`config.mk`:
```
export PLATFORM = sky130hd
export DESIGN_NAME = z_relu_packer_flat
export DESIGN_NICKNAME = d
export VERILOG_FILES = /design/src/rtl/z_relu_packer_if.sv /design/src/rtl/z_relu_packer.sv /design/src/flat_wrapper.sv
export SDC_FILE = /design/constraint.sdc
export NUM_CORES = 1
export LEC_CHECK = 0
export BUFFER_PORTS_ARGS = -buffer_cell sky130_fd_sc_hd__buf_2
export CAP_MARGIN = 20
export CORE_MARGIN = 2
export CORE_UTILIZATION = 40
export CTS_BUF_LIST = sky130_fd_sc_hd__clkbuf_8 sky130_fd_sc_hd__clkbuf_16
export CTS_CLUSTER_DIAMETER = 120
export DETAILED_ROUTE_END_ITERATION = 10
export GPL_ROUTABILITY_DRIVEN = 0
export PLACE_DENSITY = 0.61
export REMOVE_ABC_BUFFERS = 1
export SLEW_MARGIN = 30
export SYNTH_ARGS = -nofsm -noshare
export SYNTH_HDL_FRONTEND = slang
export SYNTH_SLANG_ARGS = --single-unit
```
`constraint.sdc`:
```
create_clock -name clock -period 3.6 [get_ports clock]
set_input_delay 0.54 -clock clock [delete_from_list [all_inputs] [get_ports clock]]
set_output_delay 0.54 -clock clock [all_outputs]
set_load 0.01 [all_outputs]
```
`src/rtl/z_relu_packer_if.sv`:
```
// Stream bundle for z_relu_packer: z element strobes in, packed 64-bit words out.
interface z_relu_packer_if;
  logic [15:0] z_vector;
  logic        z_vector_ready;
  logic        finished;
  logic [63:0] out_word;
  logic        out_valid;
  logic        out_ready;
  logic        out_last;

  modport master (
    output z_vector, z_vector_ready, finished, out_ready,
    input  out_word, out_valid, out_last
  );

  modport slave (
    input  z_vector, z_vector_ready, finished, out_ready,
    output out_word, out_valid, out_last
  );
endinterface

```
`src/rtl/z_relu_packer.sv`:
```
// ReLU z elements, pack four 16-bit lanes per word and queue words in a small FIFO.
// A word that arrives while the FIFO is full with no pop is dropped and flagged sticky.
module z_relu_packer #(
  parameter int FIFO_DEPTH = 2
) (
  input  logic       clock,
  input  logic       clear_n,
  z_relu_packer_if.slave bus,
  output logic       overflow,
  output logic [1:0] layer_count
);

  localparam int         PTR_W   = (FIFO_DEPTH == 4) ? 2 : 1;
  localparam logic [2:0] DEPTH_C = 3'(FIFO_DEPTH);

  logic [1:0]       lane_r;
  logic [63:0]      acc_r;
  logic [64:0]      mem_r [FIFO_DEPTH];
  logic [PTR_W-1:0] wr_ptr_r;
  logic [PTR_W-1:0] rd_ptr_r;
  logic [2:0]       count_r;
  logic             overflow_r;
  logic [1:0]       layer_r;

  logic [15:0] relu_s;
  logic [63:0] filled_s;
  logic [63:0] acc_next_s;
  logic [1:0]  lane_next_s;
  logic        push_s;
  logic        pop_s;
  logic        full_s;
  logic        wr_en_s;
  logic        drop_s;

  // Lane insertion, push/pop decisions and next accumulator state.
  always_comb begin
    relu_s      = bus.z_vector[15] ? 16'h0000 : bus.z_vector;
    filled_s    = acc_r;
    acc_next_s  = acc_r;
    lane_next_s = lane_r;
    if (bus.z_vector_ready) begin
      case (lane_r)
        2'd0:    filled_s[15:0]  = relu_s;
        2'd1:    filled_s[31:16] = relu_s;
        2'd2:    filled_s[47:32] = relu_s;
        2'd3:    filled_s[63:48] = relu_s;
        default: filled_s        = acc_r;
      endcase
    end else begin
      filled_s = acc_r;
    end
    // finished closes the word even when this element lands in lane 3
    push_s  = bus.finished || (bus.z_vector_ready && (lane_r == 2'd3));
    pop_s   = (count_r != 3'd0) && bus.out_ready;
    full_s  = (count_r == DEPTH_C);
    wr_en_s = push_s && (!full_s || pop_s);
    drop_s  = push_s && full_s && !pop_s;
    if (push_s) begin
      acc_next_s  = 64'h0;
      lane_next_s = 2'd0;
    end else if (bus.z_vector_ready) begin
      acc_next_s  = filled_s;
      lane_next_s = lane_r + 2'd1;
    end else begin
      acc_next_s  = acc_r;
      lane_next_s = lane_r;
    end
  end

  // Packer state, FIFO storage/pointers and status counters.
  always_ff @(posedge clock or negedge clear_n) begin
    if (!clear_n) begin
      lane_r     <= 2'd0;
      acc_r      <= 64'h0;
      wr_ptr_r   <= '0;
      rd_ptr_r   <= '0;
      count_r    <= 3'd0;
      overflow_r <= 1'b0;
      layer_r    <= 2'd0;
      for (int i = 0; i < FIFO_DEPTH; i++) begin
        mem_r[i] <= 65'h0;
      end
    end else begin
      lane_r <= lane_next_s;
      acc_r  <= acc_next_s;
      if (wr_en_s) begin
        mem_r[wr_ptr_r] <= {bus.finished, filled_s};
        wr_ptr_r        <= wr_ptr_r + PTR_W'(1);
      end
      if (pop_s) begin
        rd_ptr_r <= rd_ptr_r + PTR_W'(1);
      end
      case ({wr_en_s, pop_s})
        2'b10:   count_r <= count_r + 3'd1;
        2'b01:   count_r <= count_r - 3'd1;
        default: count_r <= count_r;
      endcase
      if (drop_s) begin
        overflow_r <= 1'b1;
      end
      if (bus.finished) begin
        layer_r <= layer_r + 2'd1;
      end
    end
  end

  assign bus.out_word  = mem_r[rd_ptr_r][63:0];
  assign bus.out_last  = mem_r[rd_ptr_r][64];
  assign bus.out_valid = (count_r != 3'd0);
  assign overflow      = overflow_r;
  assign layer_count   = layer_r;

endmodule
```
`src/flat_wrapper.sv`:
```
// flat-port wrapper written by rule: the top's interface ports become plain ports
module z_relu_packer_flat 
#(
  parameter int FIFO_DEPTH = 2
)
  (clock, clear_n, overflow, layer_count, bus_z_vector, bus_z_vector_ready, bus_finished, bus_out_ready, bus_out_word, bus_out_valid, bus_out_last);
  z_relu_packer_if bus_i ();
  input  logic clock;
  input  logic clear_n;
  output logic overflow;
  output logic [1:0] layer_count;
  input wire logic [$bits(bus_i.z_vector)-1:0] bus_z_vector;
  input wire logic [$bits(bus_i.z_vector_ready)-1:0] bus_z_vector_ready;
  input wire logic [$bits(bus_i.finished)-1:0] bus_finished;
  input wire logic [$bits(bus_i.out_ready)-1:0] bus_out_ready;
  output wire logic [$bits(bus_i.out_word)-1:0] bus_out_word;
  output wire logic [$bits(bus_i.out_valid)-1:0] bus_out_valid;
  output wire logic [$bits(bus_i.out_last)-1:0] bus_out_last;
  assign bus_i.z_vector = bus_z_vector;
  assign bus_i.z_vector_ready = bus_z_vector_ready;
  assign bus_i.finished = bus_finished;
  assign bus_i.out_ready = bus_out_ready;
  assign bus_out_word = bus_i.out_word;
  assign bus_out_valid = bus_i.out_valid;
  assign bus_out_last = bus_i.out_last;
  z_relu_packer #(.FIFO_DEPTH(FIFO_DEPTH)) u_core (.clock(clock), .clear_n(clear_n), .bus(bus_i), .overflow(overflow), .layer_count(layer_count));
endmodule
```
==> results.py <==
metrics = {
    "critical_path": {
        "crit_start": "u_core.rd_ptr_r",
        "cp_max_fo": 35,
        "critPathKind": "reg -> out",
        "path_cells": "buf_12 > mux2_2 > buf_2",
        "cp_num_cells": 3,
        "ff2ff_path_depth": 8,
        "cp.arrival_ns": 2.13,
        "max_stage_delay_ns": 0.78,
        "reg2reg_from": "u_core.count_r[0]",
        "setup.worst_path.end": "bus_out_word[14]",
        "critPathLaunchType": "register",
        "slowest_stage": "dfrtp_4",
        "worstPathBufferInverterCount": 2,
        "critPathCaptureType": "primary output",
        "cp.required_ns": 3.06,
        "reg2reg_to": "u_core.count_r[2]",
        "r2r_setup_slack_ns": 1.06,
        "path_delay_family": "flip-flops",
    },
    "layout": {
        "drive_above_1_share_pct": 53.5,
        "diodes": 0,
        "layout_common_cells": "dfrtp_1 (203), mux2_2 (197), buf_2 (88)",
        "fin_nets": 736,
        "final_common_cell": "dfrtp_1",
        "filler_cell_count": 2004,
        "final_area_um2": 10600,
        "areaGrowthSynthToFinish_pct": 15.8,
    },
    "route": {
        "drtAntennaViolNets": 0,
        "route.met2.wl_mm": 9.32,
        "drtIter0Drc": 138,
        "remaining_drc_errors": 0,
        "met3_length_um": 612,
        "top_layer_used": "met4",
        "vias": 5050,
        "wl_per_cell_um": 18.9,
        "via_per_inst": 5.01,
        "wl_mm": 19.0,
        "first_pass_iters": 4,
        "wl_met1_mm": 8.86,
    },
    "placement": {
        "dp_hpwl_mm": 11.6,
        "dpl_worst_slack_ns": 0.894,
        "io_buffers": 89,
        "placed_area_um2": 9920,
    },
    "power": {
        "power.leakage_nw": 5.54,
        "ir_drop_mv": 0.406,
        "p_per_area_nw_per_um2": 622,
    },
    "timing": {
        "max_clock_freq_mhz": 375,
        "min_period_over_period_pct": 74.2,
        "relSlewSlack_pct": 48.7,
        "whs_ns": 0.108,
        "min_period_ns": 2.67,
        "slew_viol_final": 0,
        "setup_viol": 0,
        "grt_setup_unrepaired": "false",
        "finalHoldViolCount": 0,
        "tightest_slew_ns": 0.769,
        "finClkSkew_ns": 0.0126,
        "layout_setup_ws_ns": 0.930,
    },
    "floorplan": {
        "fp-row-count": 55,
        "die_area_um2": 24200,
        "io-pin-count": 90,
        "die_x_um": 156,
        "core-area_um2": 22600,
        "start_util_pct": 40.7,
        "die_h_um": 156,
    },
    "cts": {
        "cts_setup_buffers": 0,
        "cts-root-buf": "clkbuf_16",
        "cts_tree": "done",
        "postCtsResizedCells": 0,
        "htreeDepth": 1,
        "ctsHoldBuffers": 0,
        "cts_buffers": 23,
        "clk_path_buf_depth": 3,
        "cts_sinks": 204,
        "clkTransAtPathRegs_ns": 0.06,
        "clk_latency_ns": 0.49,
    },
    "global_routing": {
        "grt_max_degree": 95,
        "grt_pass1_vias": 5769,
        "grt_pass1_wl_mm": 31.4,
        "grt_usage_pct": 16.3,
        "global_route.overflow_total": 0,
        "antenna_found_initial": 0,
    },
    "logic_synthesis": {
        "synth_warnings": 0,
        "avgSynthCellArea_um2": 14.9,
        "ys_seq_area_share_pct": 55.5,
        "yosys.area.top_type": "dfrtp_1",
        "yosysUniqueCellTypes": 33,
        "syn_area_um2": 9190,
        "yosysTopAreaCellShare_pct": 55.5,
        "synth_seq_cells": 204,
        "ys_top_cells_by_area": "dfrtp_1 (56%), mux2_2 (24%), mux2_4 (8.0%)",
        "synth_cells": 618,
    },
    "min_path": {
        "hp-class": "in -> async",
    },
    "run": {
        "drv_cap": 0,
    },
    "status": {
        "status": "completed",
    },
}
-- sequential cells by signal, indices dropped and copies added (netlist names) --
signal	flops
u_core.overflow	1
u_core.rd_ptr_r	1
u_core.mem_r	130
u_core.acc_r	64
u_core.lane_r	2
u_core.wr_ptr_r	1
u_core.layer_count	2
u_core.count_r	3
-- through the flow --
| stage | power [W] | util [%] | setup TNS [ns] | cells |
|---|---|---|---|---|
| floorplan | 0.00400 | - | -325.23 | 585 |
| detailed placement | 0.00449 | 44.0 | 0 | 969 |
| global placement | 0.00440 | 43.9 | 0 | 968 |
| global route | 0.00698 | 47.2 | 0 | 1007 |
| CTS | 0.00674 | 47.2 | 0 | 1007 |
| finish | 0.00662 | 47.2 | 0 | 1007 |
-- power breakdown --
group	leakage, nW	internal [W]	switching [W]
clock network	0.382	0.00134	0.000869
logic	2.36	0.000812	0.000770
registers	2.79	0.00258	0.000250
-- final cells by class --
| class | count | area, um^2 | share of cell area (%) |
|---|---|---|---|
| flip-flops and latches | 204 | 5110 | 48.0 |
| multi-input cells | 374 | 3890 | 36.6 |
| clock buffers | 29 | 658 | 6.18 |
| repair buffers | 99 | 542 | 5.09 |
| well taps | 285 | 357 | 3.35 |
| clock inverters | 9 | 61.3 | 0.576 |
| inverters | 7 | 26.3 | 0.247 |
-- Yosys cell counts, drive strengths merged --
cell type / number
a21o: 2
a21oi: 1
and2: 65
and3: 3
buf: 24
clkbuf: 9
dfrtp: 204
fa: 1
ha: 5
inv: 7
mux2: 252
mux2i: 2
nand2: 7
nand3: 1
nand4: 1
nor2: 3
nor2b: 15
nor3: 2
nor4b: 1
o21ai: 1
o22ai: 1
o2bb2ai: 1
or3: 1
or4b: 1
xnor2: 4
xor2: 4
-- routing by layer --
metal	vias to the layer above	GRT usage [%]
met4	0	2.88
li1	2323	-
met2	73	28.6
met5	-	0
met1	2633	21.9
met3	21	2.42
-- kinds of logic (layout without fill, tap and decap cells) --
family | count (synthesis) | after routing | synth area share [%]
and+or+nand+nor | 100 | 100 | 6.95
buffers and inverters | 40 | 144 | 2.34
DFF | 204 | 204 | 55.5
muxes | 254 | 254 | 33.1
AOI/OAI and AO/OA | 6 | 6 | 0.435
adders and majority gates | 6 | 6 | 0.898
xor gates and xnor gates | 8 | 8 | 0.762
-- worst min path at each step --
stage / end / slack (ns) / cells past startpoint
after floorplan: u_core.acc_r[0] / 0.24 / 0
after global placement: u_core.overflow / 0.44 / 1
final: u_core.mem_r[114] / 0.11 / 1
after CTS: u_core.mem_r[9] / 0.15 / 1
after global routing: u_core.mem_r[1] / 0.16 / 1
after detailed placement: u_core.overflow / 0.46 / 1
Power figures use the tool's default switching activity.
